## src/rtl/ps2_pkg.sv

```systemverilog
`default_nettype none
// ============================================================================
// Package : ps2_pkg
// Brief   : Receiver FSM state encoding and the PS/2 scan codes it interprets.
// Rev     : 1.0
// ============================================================================
package ps2_pkg;

  typedef enum logic [1:0] {
    ST_IDLE   = 2'd0,
    ST_DATA   = 2'd1,
    ST_PARITY = 2'd2,
    ST_STOP   = 2'd3
  } ps2_state_t;

  localparam logic [7:0] EXT     = 8'hE0;
  localparam logic [7:0] BRK     = 8'hF0;
  localparam logic [7:0] K8_UP   = 8'h75;
  localparam logic [7:0] K2_DOWN = 8'h72;

endpackage
`default_nettype wire

```

## src/rtl/ps2_filtro.sv

```systemverilog
`default_nettype none
// ============================================================================
// Module : ps2_filtro
// Brief  : Synchronises and de-glitches ps2_clk; emits a one-cycle fall pulse.
// Rev    : 1.0
// ============================================================================
module ps2_filtro #(
  parameter int FILT = 4
) (
  input  logic clk,
  input  logic rst,
  input  logic ps2_clk,
  output logic level,
  output logic fall
);

  localparam int CW = (FILT > 1) ? $clog2(FILT + 1) : 1;

  logic [1:0]    r_sync;
  logic [CW-1:0] r_cnt;

  // The level flips only after FILT consecutive samples disagree with it.
  always_ff @(posedge clk or negedge rst) begin
    if (!rst) begin
      r_sync <= 2'b11;
      level  <= 1'b1;
      r_cnt  <= '0;
      fall   <= 1'b0;
    end else begin
      r_sync <= {r_sync[0], ps2_clk};
      fall   <= 1'b0;
      if (r_sync[1] == level) begin
        r_cnt <= '0;
      end else if (r_cnt == CW'(FILT - 1)) begin
        level <= r_sync[1];
        r_cnt <= '0;
        fall  <= ~r_sync[1];
      end else begin
        r_cnt <= r_cnt + 1'b1;
      end
    end
  end

endmodule
`default_nettype wire

```

## src/rtl/ps2_key_decoder.sv

```systemverilog
`default_nettype none
// ============================================================================
// Module : ps2_key_decoder
// Brief  : PS/2 frame receiver; strips E0/F0 prefixes and strobes make codes.
// Rev    : 1.0
// ============================================================================
module ps2_key_decoder
  import ps2_pkg::*;
#(
  parameter int N      = 8,
  parameter int FILT   = 4,
  parameter int TO_CYC = 200000
) (
  input  logic         clk,
  input  logic         rst,
  input  logic         ps2_clk,
  input  logic         ps2_data,
  output logic [N-1:0] key_code,
  output logic         en_codigo,
  output logic         extendido,
  output logic         err_trama
);

  localparam int TW = $clog2(TO_CYC + 1);
  localparam int BW = $clog2(N);

  ps2_state_t    r_state, w_next;
  logic [1:0]    r_data_sync;
  logic [N-1:0]  r_shift;
  logic [BW-1:0] r_bit_cnt;
  logic          r_par;
  logic [TW-1:0] r_timer;
  logic          r_ext, r_brk;
  logic          w_level, w_fall_raw;
  logic          w_fall, w_data, w_timeout, w_good;

  ps2_filtro #(.FILT(FILT)) u_filtro (
    .clk     (clk),
    .rst     (rst),
    .ps2_clk (ps2_clk),
    .level   (w_level),
    .fall    (w_fall_raw)
  );

  assign w_fall    = w_fall_raw & ~w_level;
  assign w_data    = r_data_sync[1];
  assign w_timeout = (r_state != ST_IDLE) && !w_fall && (r_timer == TW'(TO_CYC - 1));
  // Odd parity over data+parity, plus a high stop bit.
  assign w_good    = w_data & (^{r_shift, r_par});

  always_ff @(posedge clk or negedge rst) begin
    if (!rst) r_state <= ST_IDLE;
    else      r_state <= w_next;
  end

  always_comb begin
    w_next = r_state;
    if (w_fall) begin
      case (r_state)
        ST_IDLE:   if (!w_data) w_next = ST_DATA;
        ST_DATA:   if (r_bit_cnt == BW'(N - 1)) w_next = ST_PARITY;
        ST_PARITY: w_next = ST_STOP;
        ST_STOP:   w_next = ST_IDLE;
        default:   w_next = ST_IDLE;
      endcase
    end else if (w_timeout) begin
      w_next = ST_IDLE;
    end
  end

  always_ff @(posedge clk or negedge rst) begin
    if (!rst) begin
      r_data_sync <= 2'b11;
      r_shift     <= '0;
      r_bit_cnt   <= '0;
      r_par       <= 1'b0;
      r_timer     <= '0;
      r_ext       <= 1'b0;
      r_brk       <= 1'b0;
      key_code    <= '0;
      en_codigo   <= 1'b0;
      extendido   <= 1'b0;
      err_trama   <= 1'b0;
    end else begin
      r_data_sync <= {r_data_sync[0], ps2_data};
      en_codigo   <= 1'b0;
      err_trama   <= 1'b0;
      if (w_fall || r_state == ST_IDLE) r_timer <= '0;
      else                              r_timer <= r_timer + 1'b1;

      if (w_fall) begin
        case (r_state)
          ST_IDLE:   r_bit_cnt <= '0;
          ST_DATA: begin
            r_shift   <= {w_data, r_shift[N-1:1]};
            r_bit_cnt <= r_bit_cnt + 1'b1;
          end
          ST_PARITY: r_par <= w_data;
          ST_STOP: begin
            if (!w_good) begin
              err_trama <= 1'b1;
              r_ext     <= 1'b0;
              r_brk     <= 1'b0;
            end else if (r_shift == N'(EXT)) begin
              r_ext <= 1'b1;
            end else if (r_shift == N'(BRK)) begin
              r_brk <= 1'b1;
            end else if (r_brk) begin
              r_ext <= 1'b0;
              r_brk <= 1'b0;
            end else begin
              key_code  <= r_shift;
              extendido <= r_ext;
              en_codigo <= 1'b1;
              r_ext     <= 1'b0;
              r_brk     <= 1'b0;
            end
          end
          default: ;
        endcase
      end else if (w_timeout) begin
        err_trama <= 1'b1;
        r_ext     <= 1'b0;
        r_brk     <= 1'b0;
      end
    end
  end

endmodule
`default_nettype wire
```

## config.mk

```make
export PLATFORM = sky130hd
export DESIGN_NAME = ps2_key_decoder
export DESIGN_NICKNAME = d
export VERILOG_FILES = /design/src/rtl/ps2_pkg.sv /design/src/rtl/ps2_filtro.sv /design/src/rtl/ps2_key_decoder.sv
export SDC_FILE = /design/constraint.sdc
export NUM_CORES = 1
export LEC_CHECK = 0
export ABC_AREA = 1
export BUFFER_PORTS_ARGS = -buffer_cell sky130_fd_sc_hd__buf_2
export CORE_MARGIN = 1.5
export CORE_UTILIZATION = 54
export DETAILED_ROUTE_END_ITERATION = 8
export PLACE_DENSITY = 0.75
export SYNTH_ARGS = -nofsm -noshare
export SYNTH_HDL_FRONTEND = slang
export SYNTH_SLANG_ARGS = --single-unit
export TNS_END_PERCENT = 20
```

## constraint.sdc

```tcl
create_clock -name clk -period 1.5 [get_ports clk]
set_input_delay 0.3 -clock clk [delete_from_list [all_inputs] [get_ports clk]]
set_output_delay 0.3 -clock clk [all_outputs]
set_load 0.02 [all_outputs]
```

**Word-level counts from Yosys, hierarchy flattened**

Cells that the tools add are included.

- Bits in registers: 54
- Word-level logic and storage cells: 90
- Input bits: 4

- Multiplexer cells: 32
- Reduce and logical (&&, ||, !) cells: 17
- Bitwise gates (word level): 8
- Equality and inequality tests: 14
- Add/sub/neg operators: 3

Operators with widths:

| cell | count |
|---|---|
| 1-bit 2-to-1 mux | 23 |
| 18-bit by 1-bit adder with 18-bit output (second input constant) | 1 |
| 18-bit equality test (second input constant) | 1 |
| 18-bit 2-to-1 mux | 1 |
| 8-bit equality test (second input constant) | 2 |
| 3-bit inequality test (second input constant) | 3 |
| 3-bit AND reduction | 3 |
| 9-bit parity | 1 |
| 2-bit 2-to-1 mux | 4 |
| 2-bit one-hot mux with 4 select lines | 1 |
| 2-bit AND reduction | 4 |
| 3-bit by 1-bit adder with 3-bit output (second input constant) | 2 |
| 3-bit 2-to-1 mux | 2 |
| 1-bit NOT | 6 |
| 3-bit one-hot mux with 2 select lines | 1 |
| 6-bit AND reduction | 1 |
| 2-bit nonzero test | 3 |
| 2-bit equality test (second input constant) | 2 |
| 4-bit inequality test (second input constant) | 1 |
| 3-bit by 2-bit equality test with 1-bit output (second input constant) | 1 |
| 3-bit equality test (second input constant) | 1 |
| 1-bit bitwise AND | 2 |
| 2-bit by 1-bit equality test with 1-bit output (second input constant) | 1 |
| 1-bit logical AND | 2 |
| 5 further kinds | 5 |

**Logic depth before layout (Yosys ltp)**

- Depth in word-level cells: 7
- Depth in mapped cells: 14
- Mapped depth without buffers: 14

**Modules after synthesis**

From an unflattened synthesis, not the netlist that was laid out.

- Cell total of the unflattened synthesis: 308
- Area total of the unflattened synthesis: 2627.5 um2

By module, submodules not included:

| module | cells each | instances | area an instance (um2) |
|---|---|---|---|
| ps2_key_decoder | 281 | 1 | 2357.3 |
| ps2_filtro | 27 | 1 | 270.3 |

**Least setup slack after synthesis**

No wires, ideal clock.

- Kind: register to register
- From: reg r_timer[0]
- To: reg r_timer[16]
- Data arrival time: 1.473 ns
- Clock period less this slack: 1.592 ns
- Buffers on the path: 0
- Cell stages (with the launch flop): 13
- Setup slack: -0.092 ns
- Cell sequence: dfrtp_1 > ha_1 > nand2_1 > inv_1 > nand2_1 > nor2_1 > nand2_1 > nor3_2 > nand2_1 > nor2_1 > nand3_1 > nand2_1 > nor2_1

- Word-level cells in the longest chain between the ends: 2

Ends and longest elaborated chain:

| what | line | RTL |
|---|---|---|
| from (decl) | ps2_key_decoder.sv:32 | `logic [TW-1:0] r_timer;` |
| from (signal assigned) | ps2_key_decoder.sv:89 | `else r_timer <= r_timer + 1'b1;` |
| 18-bit by 1-bit adder with 18-bit output | ps2_key_decoder.sv:89 |  |
| 18-bit 2-to-1 mux | ps2_key_decoder.sv:88 | `if (w_fall \|\| r_state == ST_IDLE) r_timer <= '0;` |

Every way passes these cells.
A chain may end at the register's enable or synchronous reset.

**Worst setup path after layout**

- From: reg r_timer[1]
- To: reg r_timer[16]

The elaborated chain is that of the path after synthesis.

==> key figures <==
Status
  • Status: finished with violations
  • Failing checks: setup timing

Clock tree
  • Clk slew on worst S/H paths: 90 ps
  • Clock latency on the worst-skew pair: 310 ps
  • H-Tree Depth: 2
  • CTS root buffer: clkbuf_8
  • CTS buffer count: 5
  • CTS tree: done
  • CTS sink count: 54
  • Clk buf depth: 2

Global routing
  • First-pass GRT wire length: ~8.9 mm
  • GR Util met3: 4.44%
  • Global route total overflow: 0
  • Met1 Usage GRT: 28.8%
  • Global route hottest layer: met2
  • GR Util All Layers: around 22%
  • Vias in the first global route: about 2100
  • Initial antenna violation count: 0
  • Largest net degree at the start of global routing: 55
  • M2 GR Usage: 36.5%

Synthesis
  • Yosys cell types: 29
  • XOR/XNOR share of the synthesized area: 0.340%
  • Register area share after synthesis: 52.7%
  • Mapped cell area: 2580 um2
  • Post-Synth Adder-Cell Area: 3.89%
  • Syn avg cell area: 8.59 um2
  • Post-synthesis mux area share: 0%
  • #FFs+latches synth: 54
  • Syn nets: 312
  • Yosys Warn Count: 0
  • Post-synthesis simple-gate area fraction: between 20% and 30%
  • Largest family of logic cells by synthesized area: simple AND/OR/NAND/NOR gates
  • Synthesized instance count: 300
  • Compound-Gate Fraction of Synth Area: 10.9%

Power and ir drop
  • Clock power frac: 32.8%
  • Internal Power: 1.97 mW
  • Combinational power share: 7.5%
  • Peak supply drop: between 700 and 800 uV
  • Reg power frac: 59.7%
  • NetSw: 0.601 mW
  • Leak Pwr: approximately 1.7 nW
  • Pwr dens: 758 nW/um2
  • Net Sw Frac: 23.4%

Routing
  • Routed WL: 5.65 mm
  • Detailed-route wire length per cell: 13.3 um
  • Initial DRT Pass Iterations: 4
  • Routed vias: approximately 2200
  • Drt via density: 5.20
  • Residual DRC: 0
  • DRT iter0 DRCs: 90
  • Post-DRT Antenna Nets: 0

Critical path
  • Reg-to-Reg Start: r_timer[1]
  • Startpoint types: register
  • Worst setup EP type: register
  • Flop2flop setup slack: -220 ps
  • WP data arrival: 1930 ps
  • Critical path class: register to register
  • Crit Reg-Reg Endpoint: r_timer[16]
  • Reg2Reg Depth: 12
  • Critical Path RT: 1710 ps
  • Crit Path Max Fanout: 4

Timing
  • Final WS setup: -222 ps
  • Max Freq: 581 MHz
  • Period utilization: 115%
  • Setup-failing EPs final: 24
  • Tmin final: 1720 ps
  • Skew final: 8.09 ps
  • RSZ-0062 raised after global routing: yes
  • Slew HR: slightly below 80%
  • Final hold violations: 0
  • Least-Margin Pin Slew: 335 ps
  • Final Slew Violations: 0

Floorplan
  • Initial core utilization: 57.6%
  • DIE HEIGHT: 72.1 um
  • Core Area: 4470 um2
  • Die width: 72.1 um
  • Top Ports: 15
  • # rows: 24
  • Die area: 5190 um2

Min path
  • Hold EP: r_data_sync[0]
  • Hold WC Path Type: primary input to register
  • Hold Path Depth: 1
  • Hold Crit Start: ps2_data

Placement
  • Post-DP Area: 3010 um2
  • Gpl congestion: roughly 0.87
  • Pre-CTS setup slack: -182 ps
  • I/O Buffers: 14
  • DP HPWL: 3.50 mm
  • Dpl cells: slightly above 400

Layout
  • Non-Filler Instances: roughly 420
  • Final nets: 383
  • Share of layout cells above drive strength 1: a little over a third
  • N_diodes: 0
  • Post-route cell area: 3390 um2
  • Area growth from synthesis to layout: 31.5%

Flow run
  • Max cap viols: 0
[per-layer routing]
layer / up-vias / wire [um]
met5: - / 0
met4: 0 / 67
li1: 1119 / -
met1: 1038 / 2570
met2: 45 / 2830
met3: 4 / 184
[power groups by stage]
| stage | clock, mW | combinational [mW] | sequential, mW |
|---|---|---|---|
| final | 0.841 | 0.194 | 1.53 |
| after global routing | 0.907 | 0.220 | 1.54 |
| after CTS | 0.848 | 0.197 | 1.53 |
| after detailed placement | 0 | 0.193 | 1.56 |
| after global placement | 0 | 0.184 | 1.56 |
| after floorplan | 0 | 0.0986 | 1.56 |
[timing repair]
item | CTS | global route
resized for setup | 19 | 27
hold buffers | 1 | 0
pin swaps | 10 | 19
cloned | 3 | 0
setup buffers | 3 | 7
hold endpoints to repair | 49 | 0
setup endpoints to repair | 26 | 34
[synth_stat cells]
master / count / area (um2)
a311oi_1: 1 / 8.76
dfrtp_1: 49 / 1230
a31oi_1: 3 / 18.8
nand4_1: 6 / 37.5
nor2_1: 25 / 93.8
nor4_1: 4 / 25.0
a211oi_1: 3 / 22.5
clkbuf_1: 1 / 3.75
nor3b_1: 1 / 7.51
ha_1: 8 / 100
nand3b_1: 1 / 7.51
o21ai_0: 22 / 110
nand3_2: 1 / 10.0
and3_1: 1 / 6.26
nor2_4: 1 / 11.3
o21ba_2: 1 / 10.0
nand2_4: 1 / 11.3
nor3_1: 9 / 45.0
nand3_1: 11 / 55.1
nor3_2: 1 / 10.0
dfstp_2: 5 / 131
nand2_2: 7 / 43.8
a21oi_1: 8 / 40.0
nand2_1: 81 / 304
o21ai_2: 8 / 70.1
inv_1: 36 / 135
xnor2_1: 1 / 8.76
inv_2: 3 / 11.3
buf_6: 1 / 11.3
[logic make-up after synthesis]
family,count (synthesis)
DFF,54
xor gates and xnor gates,1
adders and majority gates,8
AOI/OAI and AO/OA,46
and+or+nand+nor,150
buffers and inverters,41
[through the flow]
| step | setup TNS [ps] | power (mW) | util, % | hold slack [ps] |
|---|---|---|---|---|
| after floorplan | -326 | 1.66 | - | 4.41 |
| final | -2660 | 2.57 | 75.7 | 82.1 |
| after global placement | -1010 | 1.74 | 67.3 | 313 |
| after detailed placement | -2030 | 1.75 | 67.3 | 315 |
| after CTS | -2180 | 2.58 | 72.7 | 76.7 |
| after global routing | -5100 | 2.66 | 75.7 | 67.6 |
[layout by cell type (no fill, tap or decap), types with 2 or more instances in the layout]
cell type / n
buf_12: 2
buf_4: 45
nor2_4: 3
inv_2: 5
nand3_1: 8
buf_2: 14
nand4_1: 6
nand3_2: 4
nor2_2: 6
o21ai_2: 8
nor2_1: 17
nand2_8: 3
dfstp_2: 5
ha_2: 2
nand2_1: 66
nand2_4: 3
inv_1: 34
nand2_2: 20
ha_1: 6
clkbuf_8: 6
nor3_1: 9
dfrtp_1: 49
o21ai_0: 18
a31oi_1: 3
a21oi_1: 8
a211oi_2: 2
o21ai_1: 4
nor4_1: 3
[worst max-delay path by stage]
stage               start           to  slack [ps]  cells after the start
3_3_place_gp   r_timer[0]  r_timer[16]         -90                     12
4_1_cts        r_timer[0]  r_timer[16]        -180                     12
2_1_floorplan  r_timer[0]  r_timer[16]         -60                     12
5_1_grt        r_timer[1]  r_timer[16]        -320                     12
6_report       r_timer[1]  r_timer[16]        -220                     12
3_5_place_dp   r_timer[0]  r_timer[16]        -180                     12
[registers in the layout, summed over array words and instances (netlist names)]
| register | cells |
|---|---|
| r_timer | 18 |
| key_code | 8 |
| r_shift | 8 |
| r_bit_cnt | 3 |
| u_filtro.r_cnt | 3 |
| r_data_sync | 2 |
| r_state | 2 |
| u_filtro.r_sync | 2 |
| en_codigo | 1 |
| err_trama | 1 |
| extendido | 1 |
| r_brk | 1 |
| r_ext | 1 |
| r_par | 1 |
| u_filtro.fall | 1 |
| u_filtro.level | 1 |
[worst max-delay path, cell delays in order (launching register included)]
cell	delay (ps)
dfrtp_1	380
ha_2	200
nand2_2	50
inv_2	70
nand2_4	70
nor2_4	120
nand2_2	90
nor3_4	190
nand2_2	110
nor2_4	150
nand3_2	90
nand2_2	70
nor2_2	40
[area by class of cell]
| type | instances | area (um2) |
|---|---|---|
| inverter | 39 | 146 |
| multi-input combinational | 208 | 1250 |
| fill | 299 | 1090 |
| sequential | 54 | 1360 |
| clock inverter | 2 | 12.5 |
| tap | 52 | 65.1 |
| timing repair buffer | 63 | 469 |
| clock buffer | 6 | 82.6 |
(Power assumes the default switching activity.)
